===== src/rtl/fwd_pkg.sv =====
// Shared constants and helpers for the operand forwarding / hazard unit.
package fwd_pkg;

    localparam int REG_CODE_W   = 4;
    localparam int DEF_DW       = 32;
    localparam int DEF_NUM_REGS = 16;

    // Number of bits needed to encode values 0 .. value-1.
    function automatic int clog2(input int value);
        int result;
        result = 0;
        for (int unsigned i = 0; i < 31; i++) begin
            if ((32'd1 << i) < value) begin
                result = int'(i) + 1;
            end
        end
        return result;
    endfunction

endpackage


===== src/rtl/fwd_mux.sv =====
// Single read-port forwarding mux: the lowest-index matching source wins,
// otherwise the register-file value passes through.
module fwd_mux
    import fwd_pkg::*;
#(
    parameter int NUM_SRC = 2,
    parameter int DW      = DEF_DW
) (
    input  logic [NUM_SRC-1:0]            src_en,
    input  logic [REG_CODE_W*NUM_SRC-1:0] src_code,
    input  logic [DW*NUM_SRC-1:0]         src_data,
    input  logic [REG_CODE_W-1:0]         rd_code,
    input  logic [DW-1:0]                 rd_reg,
    output logic [DW-1:0]                 fwd_data
);

    logic found;

    always_comb begin
        fwd_data = rd_reg;
        found    = 1'b0;
        for (int unsigned i = 0; i < NUM_SRC; i++) begin
            if (!found && src_en[i] &&
                (src_code[i*REG_CODE_W +: REG_CODE_W] == rd_code)) begin
                fwd_data = src_data[i*DW +: DW];
                found    = 1'b1;
            end
        end
    end

endmodule


===== src/rtl/fwd_hazard_unit.sv =====
// Operand forwarding, per-register latency scoreboard with decode stall,
// and a saturating stall-cycle statistics counter.
module fwd_hazard_unit
    import fwd_pkg::*;
#(
    parameter int  NUM_RD   = 3,
    parameter int  NUM_SRC  = 2,
    parameter int  DW       = DEF_DW,
    parameter int  NUM_REGS = DEF_NUM_REGS,
    parameter int  MAX_LAT  = 7,
    localparam int CW       = clog2(MAX_LAT + 1)
) (
    input  logic                           i_clk,
    input  logic                           i_rst_n,
    input  logic [NUM_SRC-1:0]             i_src_en,
    input  logic [REG_CODE_W*NUM_SRC-1:0]  i_src_code,
    input  logic [DW*NUM_SRC-1:0]          i_src_data,
    input  logic [NUM_RD-1:0]              i_rd_used,
    input  logic [REG_CODE_W*NUM_RD-1:0]   i_rd_code,
    input  logic [DW*NUM_RD-1:0]           i_rd_reg,
    output logic [DW*NUM_RD-1:0]           o_rd_reg,
    input  logic                           i_dec_valid,
    input  logic                           i_iss_valid,
    input  logic [REG_CODE_W-1:0]          i_iss_code,
    input  logic [CW-1:0]                  i_iss_lat,
    input  logic                           i_flush,
    input  logic                           i_cnt_clr,
    output logic                           o_stall,
    output logic                           o_busy,
    output logic [15:0]                    o_stall_cnt
);

    logic [CW-1:0] pend_cnt [NUM_REGS];
    logic          hit;
    logic          issue;

    for (genvar j = 0; j < NUM_RD; j++) begin : g_port
        fwd_mux #(
            .NUM_SRC (NUM_SRC),
            .DW      (DW)
        ) u_mux (
            .src_en   (i_src_en),
            .src_code (i_src_code),
            .src_data (i_src_data),
            .rd_code  (i_rd_code[j*REG_CODE_W +: REG_CODE_W]),
            .rd_reg   (i_rd_reg[j*DW +: DW]),
            .fwd_data (o_rd_reg[j*DW +: DW])
        );
    end

    // A pending register stalls decode even when a source could forward it.
    always_comb begin
        hit = 1'b0;
        for (int unsigned j = 0; j < NUM_RD; j++) begin
            if (i_rd_used[j] &&
                (pend_cnt[i_rd_code[j*REG_CODE_W +: REG_CODE_W]] != '0)) begin
                hit = 1'b1;
            end
        end
        o_stall = i_dec_valid & hit;
    end

    always_comb begin
        o_busy = 1'b0;
        for (int unsigned r = 0; r < NUM_REGS; r++) begin
            if (pend_cnt[r] != '0) begin
                o_busy = 1'b1;
            end
        end
    end

    assign issue = i_iss_valid & ~o_stall & ~i_flush;

    always_ff @(posedge i_clk or negedge i_rst_n) begin
        if (!i_rst_n) begin
            for (int unsigned r = 0; r < NUM_REGS; r++) begin
                pend_cnt[r] <= '0;
            end
        end else if (i_flush) begin
            for (int unsigned r = 0; r < NUM_REGS; r++) begin
                pend_cnt[r] <= '0;
            end
        end else begin
            // A new issue overrides the countdown of the same register.
            for (int unsigned r = 0; r < NUM_REGS; r++) begin
                if (issue && (i_iss_lat != '0) && (i_iss_code == REG_CODE_W'(r))) begin
                    pend_cnt[r] <= i_iss_lat;
                end else if (pend_cnt[r] != '0) begin
                    pend_cnt[r] <= pend_cnt[r] - CW'(1);
                end
            end
        end
    end

    always_ff @(posedge i_clk or negedge i_rst_n) begin
        if (!i_rst_n) begin
            o_stall_cnt <= '0;
        end else if (i_cnt_clr) begin
            o_stall_cnt <= '0;
        end else if (o_stall && (o_stall_cnt != '1)) begin
            o_stall_cnt <= o_stall_cnt + 16'd1;
        end
    end

endmodule


===== config.mk =====
export PLATFORM = sky130hd
export DESIGN_NAME = fwd_hazard_unit
export DESIGN_NICKNAME = d
export VERILOG_FILES = /design/src/rtl/fwd_pkg.sv /design/src/rtl/fwd_mux.sv /design/src/rtl/fwd_hazard_unit.sv
export SDC_FILE = /design/constraint.sdc
export NUM_CORES = 1
export LEC_CHECK = 0
export CORE_MARGIN = 2
export CORE_UTILIZATION = 43
export CTS_CLUSTER_DIAMETER = 60
export DETAILED_ROUTE_END_ITERATION = 8
export PLACE_DENSITY = 0.82
export SYNTH_ARGS = -nofsm -noshare
export SYNTH_HDL_FRONTEND = slang
export SYNTH_SLANG_ARGS = --single-unit

===== constraint.sdc =====
create_clock -name i_clk -period 4.7 [get_ports i_clk]
set_clock_uncertainty 0.2 [all_clocks]
set_input_delay 0.94 -clock i_clk [delete_from_list [all_inputs] [get_ports i_clk]]
set_output_delay 0.94 -clock i_clk [all_outputs]
set_load 0.1 [all_outputs]

======== Word-level counts from Yosys, hierarchy flattened ========
Cells that the tools add are included.
word-level totals
  output and inout port bits .............. 114
  register bits after elaboration ......... 64
  logic and storage cells ................. 210
operators by class
  reductions and logical operators ........ 71
  add/sub/neg operators ................... 17
  bitwise gates (word level) .............. 8
  multiplexer cells ....................... 72
  eq/ne operators ......................... 22
  order comparisons ....................... 3
operators with widths
  kind                                                 count
  two-way mux 32 bit                                   6
  two-way mux 3 bit                                    38
  nonzero test 3 bit                                   36
  two-way mux 48 bit                                   1
  subtractor 3 x 1 -> 3 bit, second input constant     16
  binary-select mux 3 bit (select 4 bit)               3
  equality test 4 bit, second input constant           8
  two-way mux 16 bit                                   2
  logical AND 1 bit                                    30
  equality test 4 bit                                  6
  two-way mux 1 bit                                    22
  adder 16 x 1 -> 16 bit, second input constant        1
  equality test 4 x 3 -> 1 bit, second input constant  4
  != test 16 bit, second input constant                1
  >= comparator 5 bit, second input constant           3
  inverter 4 -> 5 bit                                  3
  equality test 4 x 2 -> 1 bit, second input constant  2
  equality test 4 x 1 -> 1 bit, second input constant  1
  logical NOT 4 bit                                    1
  AND 1 bit                                            3
  logical NOT 1 bit                                    3
  inverter 1 bit                                       2
  nonzero test 2 bit                                   1

======== Logic depth before layout (Yosys ltp) ========
  word-level depth ........................ 17
  depth in mapped cells ................... 12
  mapped depth without buffers ............ 9

======== Cells and area by module ========
A second synthesis with hierarchy kept.
unflattened totals
  cell total of the unflattened synthesis .. 1083
  area, all modules ....................... 7747.4 µm²
modules (own cells, without submodules)
  module           instances  cells each  area each (µm²)
  fwd_hazard_unit  1          570         4868.4
  fwd_mux          3          171         959.7

======== Least setup slack after synthesis ========
OpenSTA, ideal clock, no wires.
  kind .................................... input to output
  start ................................... input port i_rd_code[1]
  end ..................................... output port o_rd_reg[10]
  buffers on the path ..................... 4
  data arrival time ....................... 4414 ps
  required time ........................... 3560 ps
  cell stages on the path ................. 10
  setup slack ............................. -854 ps
  path through ............................ clkbuf_1 buf_2 xnor2_1 nand2_1 nor4_1 nand4b_1 clkbuf_1 clkbuf_1 nor2_1 a21oi_1
between the ends
  word-level cells in the longest chain between the ends .. 7
ends and longest elaborated chain
  element                         line                   source
  from (decl)                     fwd_hazard_unit.sv:19  input logic [REG_CODE_W*NUM_RD-1:0] i_rd_code,
  equality test 4 bit             fwd_mux.sv:24          (src_code[i*REG_CODE_W +: REG_CODE_W] == rd_code)) begin
  logical AND 1 bit               fwd_mux.sv:23          if (!found && src_en[i] &&
  two-way mux 1 bit               fwd_mux.sv:23
  logical NOT 1 bit               fwd_mux.sv:23
  logical AND 1 bit (2 in a row)  fwd_mux.sv:23
  two-way mux 32 bit (*)          fwd_mux.sv:23
  to (decl)                       fwd_hazard_unit.sv:21  output logic [DW*NUM_RD-1:0] o_rd_reg,
Mark *: on every way between the ends. The rest lies on a longest branch, timed or not.

======== Final worst setup path ========
  start ................................... input port i_rd_code[10]
  end ..................................... output port o_rd_reg[86]
Same word-level chain as after synthesis.

==> impl_metrics.ini <==
[layout]
drive_gt1_share_pct = 22.0
nets = 1472
area_delta_synth_final_pct = 85.3
final_cells = 1460
stdcell_area_mm2 = 0.0128
fillers = 969

[cts]
clock-sinks = 64
clk_path_buf_depth = 2
cts.clk_slew.worst_paths_ns = 0.05
hold_buffers = 0
cts_resized = 0
postCtsSetupBuffers = 0
clk-insertion-delay-late_ns = 0.33
cts_made_buffers = 9
ctsRootBufferMaster = clkbuf_16
h-tree-depth = 3
cts_tree = done

[synth]
ys_seq_elements = 64
ys_seq_area_share_pct = 23.2
ys_types = 49
synthTopCellsByArea = dfrtp_1 23%, mux2i_1 17%, a21oi_1 9.6%, nor2_1 6.7%, ha_1 6.0%
syn_avg_cell_area_um2 = 7.41
yosys_warnings = 0
async_flop_share_pct = 100
ys_top_cells_by_count = 133 x a21oi_1, 124 x nor2_1, 118 x mux2i_1, 74 x nand2_1, 64 x dfrtp_1
synth_top_area_share_pct = 23.2
synth_top_area_cell = dfrtp_1
synth_flop_cell = dfrtp_1
syn_inst = 934
synth.most_common_cell = a21oi_1
synth_enable_flop_cells = 0
syn-cell-area_mm2 = 0.00692
syn_nets = 1165

[timing]
post-route-min-period_ns = 4.58
hold_viol_final = 0
rsz0062_at_grt = no
drv_slew = 0
setup_violations = 0
max_freq_mhz = 218
fin_crit_sh_pct = 97.5
maxSlewHeadroom_pct = 15.9
max_slew.worst_pin.slew_ns = 1.25
hold_slack_ns = 0.400

[detailed_routing]
wl_mm = 34.6
drc = 0
drt_pre_antenna_iters = 5
wl_per_cell_um = 23.7
drtIter0Drc = 965
ant_nets = 0
vias = 8777
viasPerCell = 6.01

[setup_path]
crit_start = i_rd_code[10]
worstPathMaxFanout = 10
worstPathRequired_ns = 3.56
rr_worst_depth = 9
rrSetupSlack_ns = 0.91
critPathLaunchType = input port
r2r_end = pend_cnt[44]
crit_type = in -> out
worstSetupEndpointType = output pin
arrival_ns = 3.44
r2r-start = pend_cnt[15]
cp-endpoint = o_rd_reg[86]

[global_route]
antenna_found_initial = 0
grt.overflow.total = 0
first_global_vias = 8651
grt_pass1_wl_mm = 50.2
grt_max_degree = 47
track_usage_pct = 39.1

[power_and_ir_drop]
p_leak_nw = 5.06
power_density_mw_per_mm2 = 372
max-vdd-ir-drop_mv = 0.350

[die]
rows = 46
core_area_mm2 = 0.0158
die_h_um = 131
start_util_pct = 43.7
die_area_mm2 = 0.0171
pin_count = 312
die_w_um = 131

[worst_hold_path]
hold_path_class = reg -> reg

[run_status]
status = finished, final reports clean

[place]
port_buffers = 311
dp_hpwl_mm = 27.8
dpl_cell_area_mm2 = 0.0126
place_congestion = 0.999
placedCellCount = 1446

[job]
cap_viol_max_count = 0
[per-stage QoR]
step | setup WS (ns) | setup TNS [ns] | utilization (%) | power [mW]
2_1_floorplan | -0.241 | -0.417 | - | 2.98
3_3_place_gp | 0.252 | 0 | 79.4 | 3.98
3_5_place_dp | 0.214 | 0 | 79.4 | 4.09
4_1_cts | 0.201 | 0 | 81.0 | 4.70
5_1_grt | 0.0684 | 0 | 81.0 | 5.05
6_report | 0.119 | 0 | 81.0 | 4.77
[cell families after synthesis]
kind of cell               share of synthesized area, %
and+or+nand+nor                                    20.9
AOI/OAI and AO/OA                                  19.8
buffers and inverters                              6.98
muxes                                              18.1
DFF                                                23.2
xor gates and xnor gates                           5.07
adders and majority gates                          5.97
[critical path, stage by stage]
cell and delay, ns:
clkdlybuf4s50_1 0.55, buf_4 0.23, xor2_1 0.15, nor4_2 0.30, buf_4 0.21, buf_4 0.26, mux2i_1 0.44, a21oi_4 0.15
buf_12 0.19
[flip-flops by register name (all words and copies together), names as in the netlist]
name / count
pend_cnt: 48
o_stall_cnt: 16
[worst min path at each step]
stage / startpoint / endpoint / slack [ns] / cells past startpoint
floorplan: pend_cnt[39] / pend_cnt[39] / 0.38 / 3
global placement: o_stall_cnt[12] / o_stall_cnt[12] / 0.37 / 2
detailed placement: o_stall_cnt[12] / o_stall_cnt[12] / 0.38 / 2
CTS: o_stall_cnt[12] / o_stall_cnt[12] / 0.40 / 2
global route: o_stall_cnt[11] / o_stall_cnt[11] / 0.42 / 2
finish: o_stall_cnt[11] / o_stall_cnt[11] / 0.40 / 2
[placed cells by master (no fill, tap or decap), types with 26 or more instances in the layout]
cell type and count:
a21oi_1 37, a21oi_4 85, buf_12 111, buf_4 36, clkdlybuf4s50_1 212, dfrtp_1 64, ha_1 33, inv_1 59
mux2i_1 118, nand2_1 74, nand3_1 26, nor2_1 124, nor3_1 29, o21ai_0 42
[routing by layer]
| metal | vias up | global-route usage (%) | routed length (µm) |
|---|---|---|---|
| met5 | - | 0 | 0 |
| li1 | 3923 | - | - |
| met2 | 605 | 60.7 | 15500 |
| met3 | 109 | 10.5 | 3870 |
| met4 | 0 | 13.3 | 1430 |
| met1 | 4140 | 52.9 | 13900 |
[area by class of cell]
class / instances / area [µm²] / area share (%)
Timing Repair Buffer: 360 / 4620 / 36.0
Sequential cell: 64 / 1600 / 12.5
Tap cell: 216 / 270 / 2.11
Antenna cell: 1 / 2.50 / 0.0195
Clock inverter: 2 / 10.0 / 0.0781
Inverter: 62 / 233 / 1.82
Clock buffer: 11 / 233 / 1.82
Multi-Input combinational cell: 744 / 5850 / 45.6
[power by group]
part	switching (mW)	total, mW	internal (mW)
Sequential	0.208	0.945	0.737
Clock	0.233	0.579	0.346
Combinational	1.93	3.25	1.33
Total	2.37	4.77	2.41
(Power assumes the default switching activity.)
